**src/rtl/cpu_types_pkg.sv**
```systemverilog
// Shared CPU types: machine word, branch-direction counter encoding and its training rule.
package cpu_types_pkg;

    typedef logic [31:0] word_t;
    typedef logic [1:0]  btb_ctr_t;

    localparam btb_ctr_t CTR_SNT = 2'b00;
    localparam btb_ctr_t CTR_WNT = 2'b01;
    localparam btb_ctr_t CTR_WT  = 2'b10;
    localparam btb_ctr_t CTR_ST  = 2'b11;

    // Saturating two-bit counter step; the MSB is the predicted direction.
    function automatic btb_ctr_t ctr_train(input btb_ctr_t ctr, input logic taken);
        btb_ctr_t res;
        res = ctr;
        if (taken && ctr != CTR_ST)
            res = ctr + 2'd1;
        else if (!taken && ctr != CTR_SNT)
            res = ctr - 2'd1;
        return res;
    endfunction

endpackage

```
**src/rtl/pc_predict_if.sv**
```systemverilog
// Fetch-PC bundle: stall/redirect and training inputs from hazard/execute, fetch PC and prediction out.
interface pc_predict_if #(parameter int WORD_W = 32);

    logic              pcen;
    logic              redirect_valid;
    logic [WORD_W-1:0] redirect_pc;
    logic              upd_valid;
    logic [WORD_W-1:0] upd_pc;
    logic [WORD_W-1:0] upd_target;
    logic              upd_taken;
    logic [WORD_W-1:0] pcout;
    logic [WORD_W-1:0] pcplus4;
    logic              pred_taken;
    logic [WORD_W-1:0] pred_target;

    modport master (
        output pcen, redirect_valid, redirect_pc,
        output upd_valid, upd_pc, upd_target, upd_taken,
        input  pcout, pcplus4, pred_taken, pred_target
    );

    modport slave (
        input  pcen, redirect_valid, redirect_pc,
        input  upd_valid, upd_pc, upd_target, upd_taken,
        output pcout, pcplus4, pred_taken, pred_target
    );

endinterface

```
**src/rtl/pc_predict_btb_table.sv**
```systemverilog
// Direct-mapped BTB: combinational lookup, single training port written at the clock edge.
// A lookup and an update to the same entry in one cycle sees the old contents.
module btb_table
    import cpu_types_pkg::*;
#(
    parameter int WORD_W    = 32,
    parameter int BTB_DEPTH = 16
) (
    input  logic              CLK,
    input  logic              nRST,
    input  logic [WORD_W-1:0] lookup_pc,
    output logic              lookup_taken,
    output logic [WORD_W-1:0] lookup_target,
    input  logic              upd_valid,
    input  logic [WORD_W-1:0] upd_pc,
    input  logic [WORD_W-1:0] upd_target,
    input  logic              upd_taken
);

    localparam int IDX_W = $clog2(BTB_DEPTH);
    localparam int TAG_W = WORD_W - IDX_W - 2;

    // Targets are word aligned, so only the upper bits are kept.
    logic              valid_q  [BTB_DEPTH];
    logic [TAG_W-1:0]  tag_q    [BTB_DEPTH];
    logic [WORD_W-3:0] target_q [BTB_DEPTH];
    btb_ctr_t          ctr_q    [BTB_DEPTH];

    logic [IDX_W-1:0] lidx, uidx;
    logic [TAG_W-1:0] ltag, utag;
    logic             lhit, uhit;

    assign lidx = lookup_pc[IDX_W+1:2];
    assign ltag = lookup_pc[WORD_W-1:IDX_W+2];
    assign uidx = upd_pc[IDX_W+1:2];
    assign utag = upd_pc[WORD_W-1:IDX_W+2];

    assign lhit = valid_q[lidx] && (tag_q[lidx] == ltag);
    assign uhit = valid_q[uidx] && (tag_q[uidx] == utag);

    assign lookup_taken  = lhit && ctr_q[lidx][1];
    assign lookup_target = lookup_taken ? {target_q[lidx], 2'b00} : '0;

    always_ff @(posedge CLK or negedge nRST) begin
        if (!nRST) begin
            for (int i = 0; i < BTB_DEPTH; i++) begin
                valid_q[i]  <= 1'b0;
                tag_q[i]    <= '0;
                target_q[i] <= '0;
                ctr_q[i]    <= CTR_SNT;
            end
        end else if (upd_valid) begin
            if (uhit) begin
                ctr_q[uidx] <= ctr_train(ctr_q[uidx], upd_taken);
                if (upd_taken)
                    target_q[uidx] <= upd_target[WORD_W-1:2];
            end else if (upd_taken) begin
                // Not-taken misses are not worth an entry; taken ones start weakly taken.
                valid_q[uidx]  <= 1'b1;
                tag_q[uidx]    <= utag;
                target_q[uidx] <= upd_target[WORD_W-1:2];
                ctr_q[uidx]    <= CTR_WT;
            end
        end
    end

endmodule

```
**src/rtl/pc_predict.sv**
```systemverilog
// Fetch PC register with BTB-driven next-PC prediction; redirect lands on pcout one cycle later.
// Priority: redirect, then stall (pcen=0 holds), then predicted target, then pc+4.
module pc_predict
    import cpu_types_pkg::*;
#(
    parameter int                WORD_W    = 32,
    parameter logic [WORD_W-1:0] RESET_PC  = '0,
    parameter int                BTB_DEPTH = 16
) (
    input  logic         CLK,
    input  logic         nRST,
    pc_predict_if.slave  bus
);

    logic [WORD_W-1:0] pc_q;
    logic [WORD_W-1:0] pc_inc;
    logic              btb_taken;
    logic [WORD_W-1:0] btb_target;

    assign pc_inc          = pc_q + WORD_W'(4);
    assign bus.pcout       = pc_q;
    assign bus.pcplus4     = pc_inc;
    assign bus.pred_taken  = btb_taken;
    assign bus.pred_target = btb_target;

    btb_table #(
        .WORD_W    (WORD_W),
        .BTB_DEPTH (BTB_DEPTH)
    ) u_btb (
        .CLK           (CLK),
        .nRST          (nRST),
        .lookup_pc     (pc_q),
        .lookup_taken  (btb_taken),
        .lookup_target (btb_target),
        .upd_valid     (bus.upd_valid),
        .upd_pc        (bus.upd_pc),
        .upd_target    (bus.upd_target),
        .upd_taken     (bus.upd_taken)
    );

    always_ff @(posedge CLK or negedge nRST) begin
        if (!nRST)
            pc_q <= RESET_PC;
        else if (bus.redirect_valid)
            pc_q <= {bus.redirect_pc[WORD_W-1:2], 2'b00};
        else if (!bus.pcen)
            pc_q <= pc_q;
        else if (btb_taken)
            pc_q <= btb_target;
        else
            pc_q <= pc_inc;
    end

endmodule

```
**src/flat_wrapper.sv**
```systemverilog
// flat-port wrapper written by rule: the top's interface ports become plain ports
module pc_predict_flat import cpu_types_pkg::*;
#(
    parameter int                WORD_W    = 32,
    parameter logic [WORD_W-1:0] RESET_PC  = '0,
    parameter int                BTB_DEPTH = 16
)
  (CLK, nRST, bus_pcen, bus_redirect_valid, bus_redirect_pc, bus_upd_valid, bus_upd_pc, bus_upd_target, bus_upd_taken, bus_pcout, bus_pcplus4, bus_pred_taken, bus_pred_target);
  pc_predict_if #(.WORD_W(WORD_W)) bus_i ();
  input  logic CLK;
  input  logic nRST;
  input wire logic [$bits(bus_i.pcen)-1:0] bus_pcen;
  input wire logic [$bits(bus_i.redirect_valid)-1:0] bus_redirect_valid;
  input wire logic [$bits(bus_i.redirect_pc)-1:0] bus_redirect_pc;
  input wire logic [$bits(bus_i.upd_valid)-1:0] bus_upd_valid;
  input wire logic [$bits(bus_i.upd_pc)-1:0] bus_upd_pc;
  input wire logic [$bits(bus_i.upd_target)-1:0] bus_upd_target;
  input wire logic [$bits(bus_i.upd_taken)-1:0] bus_upd_taken;
  output wire logic [$bits(bus_i.pcout)-1:0] bus_pcout;
  output wire logic [$bits(bus_i.pcplus4)-1:0] bus_pcplus4;
  output wire logic [$bits(bus_i.pred_taken)-1:0] bus_pred_taken;
  output wire logic [$bits(bus_i.pred_target)-1:0] bus_pred_target;
  assign bus_i.pcen = bus_pcen;
  assign bus_i.redirect_valid = bus_redirect_valid;
  assign bus_i.redirect_pc = bus_redirect_pc;
  assign bus_i.upd_valid = bus_upd_valid;
  assign bus_i.upd_pc = bus_upd_pc;
  assign bus_i.upd_target = bus_upd_target;
  assign bus_i.upd_taken = bus_upd_taken;
  assign bus_pcout = bus_i.pcout;
  assign bus_pcplus4 = bus_i.pcplus4;
  assign bus_pred_taken = bus_i.pred_taken;
  assign bus_pred_target = bus_i.pred_target;
  pc_predict #(.WORD_W(WORD_W), .RESET_PC(RESET_PC), .BTB_DEPTH(BTB_DEPTH)) u_core (.CLK(CLK), .nRST(nRST), .bus(bus_i));
endmodule
```
**config.mk**
```make
export PLATFORM = sky130hd
export DESIGN_NAME = pc_predict_flat
export DESIGN_NICKNAME = d
export VERILOG_FILES = /design/src/rtl/cpu_types_pkg.sv /design/src/rtl/pc_predict_if.sv /design/src/rtl/pc_predict_btb_table.sv /design/src/rtl/pc_predict.sv /design/src/flat_wrapper.sv
export SDC_FILE = /design/constraint.sdc
export NUM_CORES = 2
export LEC_CHECK = 0
export BUFFER_PORTS_ARGS = -buffer_cell sky130_fd_sc_hd__buf_2
export CORE_UTILIZATION = 30
export DETAILED_ROUTE_END_ITERATION = 12
export MAX_ROUTING_LAYER = met4
export PLACE_DENSITY_LB_ADDON = 0.25
export SETUP_SLACK_MARGIN = 0.2
export SYNTH_ARGS = -nofsm -noshare
export SYNTH_HDL_FRONTEND = slang
export SYNTH_SLANG_ARGS = --single-unit
```
**constraint.sdc**
```tcl
create_clock -name CLK -period 4.08 [get_ports CLK]
set_input_delay 0.204 -clock CLK [delete_from_list [all_inputs] [get_ports CLK]]
set_output_delay 0.204 -clock CLK [all_outputs]
set_load 0.03 [all_outputs]
```
==> results.toml <==
[outcome]
status = "finished with violations"
violations = "negative setup slack"

[timing]
min_period_ps = 4530
rsz0062_at_grt = "yes"
hold_viol = 0
setup_violations = 31
finalClockSkew_ps = 65.4
min_period_over_period_pct = 111
slew_viol_final = 0
max_freq_mhz = 221
worst_slew_margin_rel_pct = 26.2
worst_pin_slew_ps = 1110
whs_ps = 40.4
worst_slack_ps = -446

[critical_path]
r2r-start = "u_core.bus.pcout[2]"
r2r-end = "u_core.bus.pcout[20]"
crit_required_ps = 3880
reg2reg_depth = 14
cp_max_fo = 29
startpoint_type = "flip-flop"
r2r_slack_ps = 250
path_class = "reg -> out"
endpoint_kind = "output port"
cp.arrival_ps = 4320

[final_layout]
multiInputGateArea_um2 = 24900
mostFrequentLayoutCell = "dfrtp_1"
fin_area_um2 = 61400
drive_above_1_share_pct = 52.1
seq_area_um2 = 24400
area_delta_synth_final_pct = 21.9
final_cell_mix = "dfrtp_1, mux2_2, mux4_2"
final_net_count = 3881
nFillCells = 15700
final_util_pct = 37.0
final_cell_count_no_fill = 6070

[cts]
cts_tree = "done"
path_clk_slew_ps = 60
root_buffer = "clkbuf_16"
cts_buffer_depth = 3
clock-sinks = 974
clock_latency_ps = 760
cts-buffers-inserted = 106
htreeDepth = 3

[synth]
synthFlopType = "dfrtp_1"
ys_top_cells_by_area = "dfrtp_1, mux2_2, mux4_2"
synth-edff-count = 0
synth_top_area_share_pct = 48.4
synth_seq_cells = 974
syn_area_um2 = 50400
synth_cells = 3412
synth.largest_area_cell = "dfrtp_1"
ys_warn_count = 0
avgSynthCellArea_um2 = 14.8
synthArstFlopShare_pct = 100
ys_seq_area_share_pct = 48.4
synth_cell_type_count = 74

[route]
wl_per_cell_um = 27.5
firstDrtPassIters = 5
ant_nets = 0
dr_wl_met3_um = 7800
met1Wirelength_um = 80200
highest_layer = "met4"
vias = 32100
vias_per_cell = 5.29
drt_iter0_drc = 2008
route.detailed.drc = 0
wl_um = 167000
dr_wl_met2_um = 75200

[global_route]
grt-ovfl-total = 0
grt_pass1_wl_um = 245000
track_usage_pct = 20.2
grt_antenna_before_repair = 18
grt_max_degree = 109
grt_pass1_vias = 33200

[pwr]
peakVddDrop_mv = 0.407
power.leakage_nw = 26.8
power_density_nw_per_um2 = 492

[floorplan]
fp.dieH_um = 412
coreArea_um2 = 166000
start_util_pct = 30.4
rows = 149
pin_count = 199
dieArea_um2 = 169000
die_x_um = 412

[place]
io_buffers = 186
detailed_place_hpwl_um = 109000
placedCellCount = 5733
gp_congestion = 0.865
post_dp_cell_area_um2 = 55700
place_ws_ps = -206

[flow_run]
maxCapViolCount = 0

[min_path]
hold_path.class = "in -> reg"
worstHoldEndpoint = "u_core.u_btb.tag_q[172]"
hold_depth = 3
min-delay-start = "bus_upd_pc[22]"
## worst max path at each step
stage | slack [ps] | cells past startpoint | endpoint | startpoint
after floorplan | 110 | 14 | u_core.bus.pcout[12] | u_core.bus.pcout[2]
after global placement | -200 | 14 | u_core.u_btb.tag_q[113] | bus_upd_pc[2]
after detailed placement | -210 | 14 | u_core.u_btb.tag_q[119] | bus_upd_pc[2]
after CTS | -460 | 11 | bus_pred_target[20] | u_core.bus.pcout[2]
after global routing | -540 | 14 | bus_pred_target[6] | u_core.bus.pcout[2]
final | -450 | 14 | bus_pred_target[19] | u_core.bus.pcout[2]
## synthesized netlist by cell type, types with 22 or more instances
master    count
buf_2        59
a22oi_1      46
a22o_1       30
nand3_1      34
mux2_4      190
xnor2_1      53
xor2_1       28
and3_1       33
buf_1        50
o21ai_0      43
clkbuf_1    157
buf_6        29
nor2_1       56
dfrtp_1     974
mux2_2      723
buf_4        22
mux4_2      312
nand2_1      79
mux2i_1     179
a21oi_1      70
nor2b_1      39
## where the power goes
| part | switching (mW) | internal (mW) |
|---|---|---|
| Combinational | 3.15 | 4.05 |
| Sequential | 1.32 | 11.5 |
| Clock | 4.29 | 5.86 |
## cell families after synthesis
group                    synth area share [%]
XOR/XNOR                                 1.41
AO/OA/AOI/OAI                            3.64
buffers and inverters                    3.28
AND/OR/NAND/NOR                          3.84
other                                 0.00745
adder cells (fa/ha/maj)                0.0745
flip-flops                               48.4
multiplexers                             39.3
## per-stage QoR
stage	TNS [ps]	power [mW]
floorplan	0	17.3
global placement	-23110	19.7
finish	-12610	30.2
CTS	-13320	30.3
detailed placement	-11780	19.8
global route	-15810	31.5
## timing repair
item,4_1_cts,5_1_grt
pin swaps,12,11
hold buffers,82,0
endpoints found under the setup margin,398,425
endpoints found under the hold margin,794,0
gates resized for setup,104,32
buffers inserted,17,18
gates cloned,5,2
## registers in the layout (all words and copies together) (netlist names)
signal / cells
u_core.u_btb.ctr_q: 32
u_core.bus.pcout: 30
u_core.u_btb.valid_q: 16
u_core.u_btb.tag_q: 416
u_core.u_btb.target_q: 480
## layout make-up
type | instances | area share [%]
multi-input combinational | 2107 | 40.5
tap | 2189 | 4.46
clock inverter | 34 | 0.687
inverter | 16 | 0.102
timing repair buffer | 571 | 9.07
antenna | 13 | 0.0530
clock buffer | 166 | 5.34
sequential | 974 | 39.7
## critical path, cell delays in order (launching register included)
cell      delay [ps]
dfrtp_4          570
buf_12           170
buf_16           150
buf_16           150
mux2i_4          180
a22oi_2          200
nand2_2          140
xnor2_2          160
or4_4            510
a221oi_2         270
nand4_1          250
buf_6            240
buf_12           180
nor2b_1          140
buf_4            170
## metal layers
layer  vias to the layer above  track usage, %
met5                         -               -
met4                         0            4.70
met3                       231            3.09
met2                       849            29.7
met1                     17400            29.2
li1                      13600               -
Note: power is estimated with default switching activity, not from simulation.
